$ cat config.mk
export PLATFORM = sky130hd
export DESIGN_NAME = vram_console_writer
export DESIGN_NICKNAME = d
export VERILOG_FILES = /design/src/rtl/vga_text_pkg.sv /design/src/rtl/vram_fill_counter.sv /design/src/rtl/vram_console_writer.sv
export SDC_FILE = /design/constraint.sdc
export NUM_CORES = 1
export LEC_CHECK = 0
export BUFFER_PORTS_ARGS = -buffer_cell sky130_fd_sc_hd__buf_2
export CELL_PAD_IN_SITES_DETAIL_PLACEMENT = 0
export CELL_PAD_IN_SITES_GLOBAL_PLACEMENT = 2
export CORE_UTILIZATION = 35
export DETAILED_ROUTE_END_ITERATION = 12
export GPL_TIMING_DRIVEN = 0
export HOLD_SLACK_MARGIN = 0.05
export PLACE_DENSITY = 0.82
export SYNTH_ARGS = -nofsm -noshare
export SYNTH_HDL_FRONTEND = slang
export SYNTH_HIERARCHICAL = 1
export SYNTH_SLANG_ARGS = --single-unit
$ cat constraint.sdc
create_clock -name clk -period 11.1 [get_ports clk]
set_clock_uncertainty 0.2 [all_clocks]
set_input_delay 0.555 -clock clk [delete_from_list [all_inputs] [get_ports clk]]
set_output_delay 0.555 -clock clk [all_outputs]
set_load 0.03 [all_outputs]
$ cat src/rtl/vga_text_pkg.sv
// Shared constants, character codes and state encoding for the text-mode VRAM writer.
// row_base() gives the first cell address of a row using shifts only (row*80 = row*64 + row*16).
package vga_text_pkg;

  localparam int unsigned COLS   = 80;
  localparam int unsigned ROWS   = 60;
  localparam int unsigned CELLS  = COLS * ROWS;
  localparam int unsigned ADDR_W = 13;
  localparam int unsigned ROW_W  = 6;
  localparam int unsigned COL_W  = 7;
  localparam int unsigned DATA_W = 11;

  localparam logic [7:0] CH_BS = 8'h08;
  localparam logic [7:0] CH_LF = 8'h0A;
  localparam logic [7:0] CH_FF = 8'h0C;
  localparam logic [7:0] CH_CR = 8'h0D;
  localparam logic [7:0] CH_SP = 8'h20;

  typedef enum logic [1:0] {
    IDLE,
    CLR_LINE,
    CLR_SCREEN
  } state_e;

  function automatic logic [ADDR_W-1:0] row_base(input logic [ROW_W-1:0] row);
    logic [ADDR_W-1:0] r;
    r = {{(ADDR_W - ROW_W){1'b0}}, row};
    return (r << 6) + (r << 4);
  endfunction

endpackage

$ cat src/rtl/vram_fill_counter.sv
// Emits a run of consecutive write strobes base..base+length-1, one per cycle.
// we/addr are combinational so the owner can register them alongside its own writes.
module vram_fill_counter
  import vga_text_pkg::*;
(
  input  logic              clk,
  input  logic              rst,
  input  logic              start,
  input  logic [ADDR_W-1:0] base,
  input  logic [ADDR_W-1:0] length,
  output logic [ADDR_W-1:0] addr,
  output logic              we,
  output logic              done
);

  logic              active_q;
  logic [ADDR_W-1:0] addr_q;
  logic [ADDR_W-1:0] remain_q;

  // The start cycle itself issues the first write, so only length-1 remain afterwards.
  always_ff @(posedge clk or posedge rst) begin
    if (rst) begin
      active_q <= 1'b0;
      addr_q   <= '0;
      remain_q <= '0;
    end else if (start) begin
      addr_q   <= base + ADDR_W'(1);
      remain_q <= length - ADDR_W'(1);
      active_q <= (length > ADDR_W'(1));
    end else if (active_q) begin
      addr_q   <= addr_q + ADDR_W'(1);
      remain_q <= remain_q - ADDR_W'(1);
      if (remain_q == ADDR_W'(1)) begin
        active_q <= 1'b0;
      end
    end
  end

  assign we   = start | active_q;
  assign addr = start ? base : addr_q;
  assign done = ~active_q;

endmodule

$ cat src/rtl/vram_console_writer.sv
// Console writer for the 80x60 text VRAM: decodes a byte stream, tracks the cursor and
// issues registered VRAM writes; line and screen clears are delegated to vram_fill_counter.
module vram_console_writer
  import vga_text_pkg::*;
#(
  parameter logic [2:0] BG_COLOR = 3'b000
) (
  input  logic              clk,
  input  logic              rst,
  input  logic              char_valid,
  input  logic [7:0]        char_data,
  input  logic [2:0]        char_color,
  output logic              char_ready,
  output logic              vram_we,
  output logic [ADDR_W-1:0] vram_waddr,
  output logic [DATA_W-1:0] vram_wdata,
  output logic [ROW_W-1:0]  cursor_row,
  output logic [COL_W-1:0]  cursor_col,
  output logic              busy
);

  localparam logic [COL_W-1:0]  COL_LAST = COL_W'(COLS - 1);
  localparam logic [ROW_W-1:0]  ROW_LAST = ROW_W'(ROWS - 1);
  localparam logic [DATA_W-1:0] BLANK    = {BG_COLOR, 1'b0, 7'h20};

  state_e            state_q, state_d;
  logic [ROW_W-1:0]  row_q, row_d;
  logic [COL_W-1:0]  col_q, col_d;
  logic              pend_q, pend_d;
  logic              we_q;
  logic [ADDR_W-1:0] waddr_q;
  logic [DATA_W-1:0] wdata_q;

  logic              accept;
  logic              newline;
  logic              char_we;
  logic [ADDR_W-1:0] char_addr;
  logic [DATA_W-1:0] char_wdata;
  logic              wr_en;
  logic [ADDR_W-1:0] wr_addr;
  logic [DATA_W-1:0] wr_data;

  logic              fill_start;
  logic [ADDR_W-1:0] fill_base;
  logic [ADDR_W-1:0] fill_len;
  logic [ADDR_W-1:0] fill_addr;
  logic              fill_we;
  logic              fill_done;

  vram_fill_counter u_fill (
    .clk    (clk),
    .rst    (rst),
    .start  (fill_start),
    .base   (fill_base),
    .length (fill_len),
    .addr   (fill_addr),
    .we     (fill_we),
    .done   (fill_done)
  );

  assign char_ready = (state_q == IDLE);
  assign accept     = char_valid & char_ready;

  always_comb begin
    state_d    = state_q;
    row_d      = row_q;
    col_d      = col_q;
    pend_d     = pend_q;
    newline    = 1'b0;
    char_we    = 1'b0;
    char_addr  = '0;
    char_wdata = '0;
    fill_start = 1'b0;
    fill_base  = '0;
    fill_len   = ADDR_W'(COLS);

    unique case (state_q)
      IDLE: begin
        if (accept) begin
          if (char_data >= CH_SP && char_data <= 8'h7E) begin
            char_we    = 1'b1;
            char_addr  = row_base(row_q) + {{(ADDR_W - COL_W){1'b0}}, col_q};
            char_wdata = {char_color, 1'b0, char_data[6:0]};
            if (col_q == COL_LAST) begin
              newline = 1'b1;
            end else begin
              col_d = col_q + COL_W'(1);
            end
          end else if (char_data == CH_LF || char_data == CH_CR) begin
            newline = 1'b1;
          end else if (char_data == CH_BS) begin
            if (col_q != '0) begin
              col_d      = col_q - COL_W'(1);
              char_we    = 1'b1;
              char_addr  = row_base(row_q) + {{(ADDR_W - COL_W){1'b0}}, col_d};
              char_wdata = BLANK;
            end else if (row_q != '0) begin
              row_d      = row_q - ROW_W'(1);
              col_d      = COL_LAST;
              char_we    = 1'b1;
              char_addr  = row_base(row_d) + ADDR_W'(COLS - 1);
              char_wdata = BLANK;
            end
          end else if (char_data == CH_FF) begin
            row_d      = '0;
            col_d      = '0;
            state_d    = CLR_SCREEN;
            fill_start = 1'b1;
            fill_len   = ADDR_W'(CELLS);
          end
        end
      end
      CLR_LINE, CLR_SCREEN: begin
        // A clear requested together with a character write starts one cycle late.
        if (pend_q) begin
          pend_d     = 1'b0;
          fill_start = 1'b1;
          fill_base  = row_base(row_q);
          fill_len   = (state_q == CLR_LINE) ? ADDR_W'(COLS) : ADDR_W'(CELLS);
        end else if (fill_done) begin
          state_d = IDLE;
        end
      end
      default: state_d = IDLE;
    endcase

    if (newline) begin
      col_d = '0;
      if (row_q == ROW_LAST) begin
        row_d   = '0;
        state_d = CLR_LINE;
        if (char_we) begin
          pend_d = 1'b1;
        end else begin
          fill_start = 1'b1;
        end
      end else begin
        row_d = row_q + ROW_W'(1);
      end
    end
  end

  always_comb begin
    wr_en   = char_we | fill_we;
    wr_addr = fill_we ? fill_addr : char_addr;
    wr_data = fill_we ? BLANK : char_wdata;
  end

  always_ff @(posedge clk or posedge rst) begin
    if (rst) begin
      state_q <= IDLE;
      row_q   <= '0;
      col_q   <= '0;
      pend_q  <= 1'b0;
      we_q    <= 1'b0;
      waddr_q <= '0;
      wdata_q <= '0;
    end else begin
      state_q <= state_d;
      row_q   <= row_d;
      col_q   <= col_d;
      pend_q  <= pend_d;
      we_q    <= wr_en;
      if (wr_en) begin
        waddr_q <= wr_addr;
        wdata_q <= wr_data;
      end
    end
  end

  assign vram_we    = we_q;
  assign vram_waddr = waddr_q;
  assign vram_wdata = wdata_q;
  assign cursor_row = row_q;
  assign cursor_col = col_q;
  assign busy       = (state_q != IDLE);

endmodule

## Word level (Yosys, flattened, before mapping)

Index checks and enable logic that the tools add are counted.

- $add $sub $neg: 13
- Order comparisons: 3
- Equal/unequal tests: 16
- Muxes and demuxes: 90
- Bitwise operators: 3
- Reduce and logical (&&, ||, !) cells: 14

Operator list:

| cell | count |
|---|---|
| two-way mux 13 bit | 22 |
| two-way mux 6 bit | 14 |
| two-way mux 7 bit | 10 |
| two-way mux 11 bit | 4 |
| == test 8 x 4 -> 1 bit (second input constant) | 4 |
| two-way mux 1 bit | 28 |
| adder 12 x 10 -> 13 bit | 2 |
| adder 13 x 1 -> 13 bit (second input constant) | 2 |
| adder 13 x 7 -> 13 bit | 2 |
| case mux 13 bit (2 select lines) | 1 |
| subtractor 13 x 1 -> 13 bit (second input constant) | 2 |
| two-way mux 2 bit | 9 |
| adder 13 x 7 -> 13 bit (second input constant) | 1 |
| == test 13 x 1 -> 1 bit (second input constant) | 1 |
| > comparator 13 x 1 -> 1 bit (second input constant) | 1 |
| != test 3 bit (second input constant) | 3 |
| greater-or-equal comparator 8 x 6 -> 1 bit (second input constant) | 1 |
| less-or-equal comparator 8 x 7 -> 1 bit (second input constant) | 1 |
| nonzero test 2 bit | 4 |
| adder 7 x 1 -> 7 bit (second input constant) | 1 |
| == test 7 bit (second input constant) | 1 |
| AND reduction 7 bit | 1 |
| nonzero test 7 bit | 1 |
| subtractor 7 x 1 -> 7 bit (second input constant) | 1 |
| 20 further kinds | 22 |

- Register bits after elaboration: 68
- Bits of input ports: 14
- Output and inout port bits: 40
- Logic and storage cells: 149

## Depth between registers and ports, before layout

Gate-level depths: netlist (run 1).

- Word-level depth: 13
- Depth in mapped cells: 19
- Mapped depth without buffers: 13

## Hierarchy

The synthesis (run 1) kept the hierarchy.

Modules (own cells, without submodules):

| module | instances | cells an instance | area each (um2) | sequential area each (um2) |
|---|---|---|---|---|
| vram_console_writer | 1 | 424 | 3593.4 | 1001.0 |
| vram_fill_counter | 1 | 215 | 1984.4 | 675.6 |

## Worst setup path after synthesis (run 1)

OpenSTA, ideal clock, no wires.

- Path kind: reg2reg
- Start: register state_q[0]
- End: register waddr_q[4], in the netlist vram_waddr[4]
- Library setup time: 0.126 ns
- Data arrival time: 3.645 ns
- Required time: 10.774 ns
- Slack: 7.129 ns
- Stages on the path, launching flop included: 19
- Path buffers: 6
- Clock period less this slack: 3.971 ns
- Path through: dfrtp_1 inv_1 ha_1 and2_1 buf_2 nand4_1 o32a_1 buf_6 nor2_1 a21o_1 buf_2 buf_1 nor2_1 inv_1 buf_2 nand2b_1 nor2_1 clkbuf_1 a221o_1

- Cells in the longest elaborated chain, start to end: 9
- Elaborated cells between the ends (all ways): 21
- Those cells by class: eq/ne (2); mux (14); bitwise (3); reduce/logical (2)

Ends and longest elaborated chain:

| item | line | text |
|---|---|---|
| from (decl) | vram_console_writer.sv:26 | `state_e state_q, state_d;` |
| from (signal assigned) | vram_console_writer.sv:159 | `state_q <= state_d;` |
| zero test 2 bit (*) | vram_console_writer.sv:61 | `assign char_ready = (state_q == IDLE);` |
| net char_ready | vram_console_writer.sv:13 | `output logic char_ready,` |
| bitwise AND 1 bit | vram_console_writer.sv:62 | `assign accept = char_valid & char_ready;` |
| two-way mux 1 bit | vram_console_writer.sv:79 | `if (accept) begin` |
| case mux 1 bit (2 select lines) / two-way mux 1 bit (equally long branches) | vram_console_writer.sv:77 | `unique case (state_q)` |
| two-way mux 1 bit | vram_console_writer.sv:132 | `if (char_we) begin` |
| two-way mux 1 bit | vram_console_writer.sv:129 | `if (row_q == ROW_LAST) begin` |
| two-way mux 1 bit (*) | vram_console_writer.sv:127 | `if (newline) begin` |
| net fill_start | vram_console_writer.sv:43 | `logic fill_start;` |
| OR 1 bit (*) | vram_fill_counter.sv:39 | `assign we = start \| active_q;` |
| net fill_we | vram_console_writer.sv:47 | `logic fill_we;` |
| two-way mux 13 bit / OR 1 bit (equally long branches) | vram_console_writer.sv:145, vram_console_writer.sv:144 |  |
| to (signal assigned) | vram_console_writer.sv:165 | `waddr_q <= wr_addr;` |
| to (decl) | vram_console_writer.sv:31 | `logic [ADDR_W-1:0] waddr_q;` |

Mark *: on every way through the listed nets, which the timed path passes. The rest lies on a longest branch.
A chain may end at the register's enable or synchronous reset.

## Final worst setup path (run 1)

- Start: register row_q[0], in the netlist cursor_row[0]
- End: register waddr_q[2], in the netlist vram_waddr[2]

- Cells in the longest elaborated chain, start to end: 13
- Elaborated cells between the ends (all ways): 23
- Those cells by class: eq/ne (1); mux (19); bitwise (2); reduce/logical (1)

Ends and longest elaborated chain:

| item | line | text |
|---|---|---|
| from (decl) | vram_console_writer.sv:27 | `logic [ROW_W-1:0] row_q, row_d;` |
| from (signal assigned) | vram_console_writer.sv:160 | `row_q <= row_d;` |
| nonzero test 6 bit | vram_console_writer.sv:97 | `end else if (row_q != '0) begin` |
| two-way mux 1 bit | vram_console_writer.sv:97 |  |
| two-way mux 1 bit | vram_console_writer.sv:92 | `if (col_q != '0) begin` |
| two-way mux 1 bit | vram_console_writer.sv:91 | `end else if (char_data == CH_BS) begin` |
| two-way mux 1 bit | vram_console_writer.sv:89 | `end else if (char_data == CH_LF \|\| char_data == CH_CR) begin` |
| two-way mux 1 bit | vram_console_writer.sv:80 | `if (char_data >= CH_SP && char_data <= 8'h7E) begin` |
| two-way mux 1 bit | vram_console_writer.sv:79 |  |
| two-way mux 1 bit | vram_console_writer.sv:77 |  |
| two-way mux 1 bit | vram_console_writer.sv:132 |  |
| two-way mux 1 bit (*) | vram_console_writer.sv:129 |  |
| two-way mux 1 bit (*) | vram_console_writer.sv:127 |  |
| net fill_start | vram_console_writer.sv:43 |  |
| OR 1 bit (*) | vram_fill_counter.sv:39 |  |
| net fill_we | vram_console_writer.sv:47 |  |
| two-way mux 13 bit / OR 1 bit (equally long branches) | vram_console_writer.sv:145, vram_console_writer.sv:144 |  |

Marked as above.

==> impl_metrics.yaml, run 1 <==
outcome:
  status: "completed"
setup_path:
  rr_startpoint: "cursor_row[0]"
  r2r-end: "vram_waddr[2]"
  worstSetupPathType: "reg -> reg"
  startpoint_type: "flip-flop"
  max_stage_delay_ns: 0.52
  crit_family: "buffers and inverters"
  r2r_slack_ns: 6.10
  ff2ff_path_depth: 17
  path_max_fanout: 13
  critPathSlowestCell: "dfrtp_1"
  cp-end-kind: "flip-flop"
  path_cells: "clkbuf_1 > inv_1 > ha_1 > nor2b_1 > a31oi_4 > o21ai_2 > a21o_1 > buf_2 > buf_1 > nor2_1 > inv_1 > buf_2 > nand2b_1 > nor2_1 > clkbuf_1 > o21ai_0 > o211ai_1"
  critical_path_arrival_ns: 5.06
  crit_required_ns: 11.16
  cp.buffers_inverters: 7
floorplan:
  start_util_pct: 36.29
  core_area_um2: 15370
  die_h_um: 128.2
  fp.dieW_um: 128.2
  io_pins: 54
  std_cell_rows: 45
  die-area_um2: 16450
clocking:
  cts_buffers: 9
  post_cts_buffers: 0
  cts_tree: "built"
  clk_pin_slew_worst_paths_ns: 0.06
  cts.sinks: 67
  hold_buffers: 1
  root_buffer: "clkbuf_16"
  cts.path.max_buffers: 2
  clock_latency_ns: 0.34
  cts_resized: 0
  h-tree-depth: 3
synth:
  synth_top_cells_by_area: "dfrtp_1, ha_1, xnor2_1"
  synth_area_um2: 5578
  synth_most_common_cell: "dfrtp_1"
  synth_top_family_by_area: "compound AO/OA/AOI/OAI gates"
  synth_ff_type: "dfrtp_1"
  ys_warn_count: 6
  synth_top_cell_area_share_pct: 30.06
  yosys.area_share.simple_pct: 20.86
  synth_edf_count: 0
  netlist_top_cells_count: "dfrtp_1, nand2_1, nor2_1"
  synth-seq-cells: 67
  yosys.area.top_type: "dfrtp_1"
  synth-compound-area-share_pct: 21.69
  synth_cell_types: 82
  ys_seq_area_share_pct: 30.06
  synthMuxAreaShare_pct: 4.509
  synth-xor-area-share_pct: 9.264
  synthArstFlopShare_pct: 100.0
  synth_fa_ha_area_share_pct: 7.941
  syn_area_per_cell_um2: 8.729
  postSynthCellCount: 639
timing:
  fin_hold_ws_ns: 0.2270
  relSlewSlack_pct: 28.56
  post-route-min-period_ns: 5.001
  finalSetupTns_ns: 0
  worst_pin_slew_ns: 1.070
  slew_violations: 0
  grt_setup_unrepaired: "false"
  fmax_mhz: 200.0
  fin_crit_sh_pct: 45.05
  final_hold_viol_count: 0
  finalSetupViolations: 0
finish:
  area_delta_synth_final_pct: 18.08
  multiInputGateArea_um2: 3750
  layout.nets: 793
  post-route-util_pct: 42.85
  drive_gt1_share_pct: 16.51
  regArea_um2: 1677
  n_fill_cell: 1594
  antenna_cells: 0
detailed_routing:
  drt_iter0_markers: 329
  num_vias: 5101
  wl_um: 16440
  wl_per_cell_um: 17.09
  firstDrtPassIters: 5
  ant_nets: 0
  vias_per_cell: 5.302
  drc: 0
placement:
  io_buffer_count: 52
  dpl.hpwl_um: 12560
  globalplace.congestion: 0.8252
global_routing:
  grt_max_degree: 40
  grt_util_all_layers_pct: 21.13
  grt_pass1_vias: 4963
  grt_overflow: 0
  grt_pass1_wl_um: 26710
  antenna_found_initial: 0
pwr:
  p_int_mw: 0.5781
  finalPower_mw: 0.8798
  seqPwrFrac_pct: 38.4
  clkPwrFrac_pct: 32.8
  p_leak_nw: 2.832
  p_per_area_nw_per_um2: 133.6
  switching_share_pct: 34.29
  power.net_switching_mw: 0.3017
  combPwrFrac_pct: 28.8
  vdd_drop_max_v: 0.00007545
min_path:
  hold_path_class: "in -> reg"
  holdPathEnd: "vram_wdata[8]"
  hold_depth: 2
  min_from: "char_color[0]"
flow_run:
  maxCapViolCount: 0
[flip-flops by register name, indices dropped and copies added (netlist names)]
signal and flops:
u_fill/addr_q 13, u_fill/remain_q 13, vram_waddr 13, vram_wdata 10, cursor_col 7, cursor_row 6
state_q 2, pend_q 1, u_fill/active_q 1, vram_we 1
[area by class of cell]
type                       count  area share (%)
tap                          211           4.008
clock buffer                  12           3.742
sequential                    67           25.46
timing repair buffer          54           4.407
buffer                        37           2.983
inverter                      30           1.710
multi-input combinational    547           56.93
clock inverter                 4          0.7599
[worst reg2reg max path: cells and delay by family, from the launching register on]
| kind | cells | cell delay (ns) |
|---|---|---|
| adders and majority gates | 1 | 0.24 |
| and+or+nand+nor | 4 | 1.18 |
| AOI/OAI and AO/OA | 5 | 0.96 |
| DFF | 1 | 0.52 |
| buffers and inverters | 7 | 1.83 |
[cells in the final DEF (no fill, tap or decap), types with 6 or more instances in the layout]
master / Yosys / final
a21oi_1: 39 / 39
xor2_1: 21 / 21
ha_1: 29 / 29
buf_2: 13 / 65
nor2_1: 48 / 48
conb_1: 2 / 44
nand4_1: 10 / 10
mux2i_1: 15 / 15
mux2_2: 9 / 9
o21ai_0: 33 / 33
nand2b_1: 6 / 6
a22o_1: 17 / 17
a21o_1: 7 / 7
nand3_1: 16 / 16
o31ai_1: 10 / 10
clkbuf_16: 0 / 9
and3_1: 7 / 7
inv_1: 29 / 28
dfrtp_1: 67 / 67
nor3_1: 17 / 17
a31oi_1: 8 / 8
clkbuf_1: 14 / 16
xnor2_1: 38 / 38
a211oi_1: 7 / 7
nor2b_1: 8 / 8
nor4_1: 6 / 6
nand2_1: 55 / 55
[how the worst max path moves through the flow]
| stage | start | to | slack (ns) | cells after the start |
|---|---|---|---|---|
| after floorplan | state_q[0] | vram_waddr[4] | 7.13 | 18 |
| after global placement | cursor_row[0] | vram_waddr[1] | 6.15 | 16 |
| after detailed placement | char_data[2] | vram_waddr[2] | 6.14 | 16 |
| after CTS | state_q[1] | vram_waddr[4] | 6.15 | 18 |
| after global routing | cursor_col[0] | vram_waddr[2] | 5.74 | 16 |
| final | cursor_row[0] | vram_waddr[2] | 6.10 | 17 |
[cell families (layout without fill, tap and decap cells)]
group | Yosys count | in the layout
compound gates | 173 | 173
xor+xnor | 59 | 59
fa+ha+maj | 33 | 33
buf+inv | 67 | 137
flops | 67 | 67
mux | 24 | 24
other cells | 2 | 44
simple gates | 214 | 214
[power by group through the flow]
stage / Clock [mW] / Combinational (mW) / Sequential, mW
detailed placement: 0 / 0.252 / 0.342
global route: 0.307 / 0.281 / 0.346
finish: 0.289 / 0.253 / 0.338
CTS: 0.298 / 0.253 / 0.339
global placement: 0 / 0.248 / 0.340
floorplan: 0 / 0.160 / 0.362
[routing by layer]
layer | part of all wire (%) | up-vias | wire length (um) | track usage (%)
li1 | - | 2496 | - | -
met1 | 49 | 2488 | 8028 | 28.78
met2 | 46 | 101 | 7627 | 34.18
met3 | 3.4 | 16 | 558 | 3.756
met4 | 1.4 | 0 | 228 | 5.882
met5 | 0 | - | 0 | 0
[through the flow]
step	std cells	area (um2)	setup WS, ns
final	962	6586	6.099
after global routing	962	6586	5.739
after CTS	962	6586	6.152
after detailed placement	945	6280	6.140
after global placement	944	6260	6.154
after floorplan	681	5736	7.129
No activity file was read; power rests on OpenSTA's default activity.
==> run 2, diff against run 1 <==
==> constraint.sdc (replaced) <==
create_clock -name clk -period 4.8 [get_ports clk]
set_clock_uncertainty 0.2 [all_clocks]
set_input_delay 0.24 -clock clk [delete_from_list [all_inputs] [get_ports clk]]
set_output_delay 0.24 -clock clk [all_outputs]
set_load 0.03 [all_outputs]
==> impl_metrics.yaml, run 2 (synthesis gave the netlist of run 1 again) <==
outcome:
  status: "completed"
setup_path:
  path_max_fanout: 19
  worstSetupPathType: "reg -> reg"
  cp-end-kind: "flip-flop"
  crit_required_ns: 4.82
  startpoint_type: "flip-flop"
  critical_path_arrival_ns: 4.51
finish:
  antenna_cells: 0
  final_common_cell: "dfrtp_1"
  regArea_um2: 1677
  area_delta_synth_final_pct: 19.90
  layout.nets: 802
  post-route-util_pct: 43.51
  drive_gt1_share_pct: 16.71
  n_fill_cell: 1585
  multiInputGateArea_um2: 3752
  layout_common_cells: "dfrtp_1, buf_2, nand2_1"
  design_area_um2: 6688
clocking:
  h-tree-depth: 3
  cts_buffers: 9
  root_buffer: "clkbuf_16"
  clock_latency_ns: 0.34
  cts.sinks: 67
  clk_pin_slew_worst_paths_ns: 0.06
  cts_tree: "built"
  cts.path.max_buffers: 2
floorplan:
  core_area_um2: 15370
  die-area_um2: 16450
  std_cell_rows: 45
  start_util_pct: 36.29
  die_h_um: 128.2
  io_pins: 54
  fp.dieW_um: 128.2
min_path:
  hold_path_class: "in -> reg"
pwr:
  seqPwrFrac_pct: 38.3
  finalPower_mw: 2.040
  p_per_area_nw_per_um2: 305.1
  p_int_mw: 1.342
  switching_share_pct: 34.21
  clkPwrFrac_pct: 32.7
  combPwrFrac_pct: 29.0
  vdd_drop_max_v: 0.0001728
  p_leak_nw: 2.878
  power.net_switching_mw: 0.6980
global_routing:
  grt_overflow: 0
  antenna_found_initial: 0
  grt_max_degree: 40
  grt_pass1_vias: 5009
  grt_pass1_wl_um: 26780
  grt_util_all_layers_pct: 21.19
timing:
  slew_violations: 0
  fin_crit_sh_pct: 93.39
  worst_pin_slew_ns: 1.074
  post-route-min-period_ns: 4.483
  fmax_mhz: 223.1
  grt_setup_unrepaired: "false"
  relSlewSlack_pct: 28.31
  final_hold_viol_count: 0
  finalSetupViolations: 0
placement:
  placed_area_um2: 6280
  globalplace.congestion: 0.8252
  io_buffer_count: 52
  dpl.hpwl_um: 12560
detailed_routing:
  wl_um: 16470
  vias_per_cell: 5.257
  num_vias: 5105
  drc: 0
  firstDrtPassIters: 7
  drt_iter0_markers: 355
  wl_per_cell_um: 16.96
  ant_nets: 0
flow_run:
  maxCapViolCount: 0
run 2: layer usage:
layer	GRT usage (%)	share of wire (%)	vias to the layer above
met5	0	0	-
met3	3.756	3.7	18
met1	28.81	48	2475
met4	6.574	1.7	0
met2	34.02	46	103
li1	-	-	2509
run 2: worst paths after layout:
check	from	to	slack [ns]	depth (start not counted)
setup / recovery	cursor_col[0]	vram_waddr[4]	0.32	15
hold / removal	char_data[7]	vram_wdata[6]	0.09	3
setup reg to reg	cursor_col[0]	vram_waddr[4]	0.32	15
hold reg to reg	u_fill/addr_q[10]	u_fill/addr_q[10]	0.29	2
max in group asynchronous	rst	u_fill/addr_q[9]	3.22	3
min in group asynchronous	rst	state_q[1]	0.10	3
run 2: cell type report:
class / instances / area share (%)
plain buffers: 36 / 2.919
clock buffers: 12 / 3.686
clock inverters: 4 / 0.7484
inverters: 30 / 1.684
multi-input cells: 547 / 56.11
flip-flops and latches: 67 / 25.07
well taps: 211 / 3.948
repair buffers: 64 / 5.837
run 2: timing repair:
action	in CTS	in global routing
buffers inserted	0	0
hold buffers	11	0
resized for setup	0	5
endpoints found under the setup margin	17	15
cloned	0	0
hold endpoints to repair	77	0
run 2: critical path, cell delays in order (launching register included):
cell and delay, ns:
dfrtp_1 0.48, inv_1 0.10, ha_1 0.25, nor3b_4 0.41
and2_4 0.26, a31oi_4 0.11, o21ai_2 0.44, a21o_1 0.18
buf_2 0.32, nor2_2 0.13, inv_1 0.10, buf_2 0.30
nand2b_1 0.34, nor2_1 0.16, clkbuf_2 0.23, a221o_1 0.33
run 2: through the flow:
step / hold slack [ns] / cells / worst slack [ns] / TNS (ns)
floorplan: 0.09272 / 681 / 0.8286 / 0
global placement: 0.2610 / 944 / -0.1463 / -0.8051
detailed placement: -0.08805 / 945 / -0.1391 / -1.032
CTS: 0.06755 / 971 / 0.1180 / 0
global route: 0.08068 / 971 / 0.04163 / 0
finish: 0.08858 / 971 / 0.3171 / 0
run 2: power by group through the flow:
stage | Sequential (mW) | Combinational [mW] | Clock (mW)
finish | 0.782 | 0.592 | 0.667
global route | 0.799 | 0.658 | 0.710
CTS | 0.783 | 0.591 | 0.688
detailed placement | 0.792 | 0.582 | 0
global placement | 0.787 | 0.572 | 0
floorplan | 0.836 | 0.369 | 0
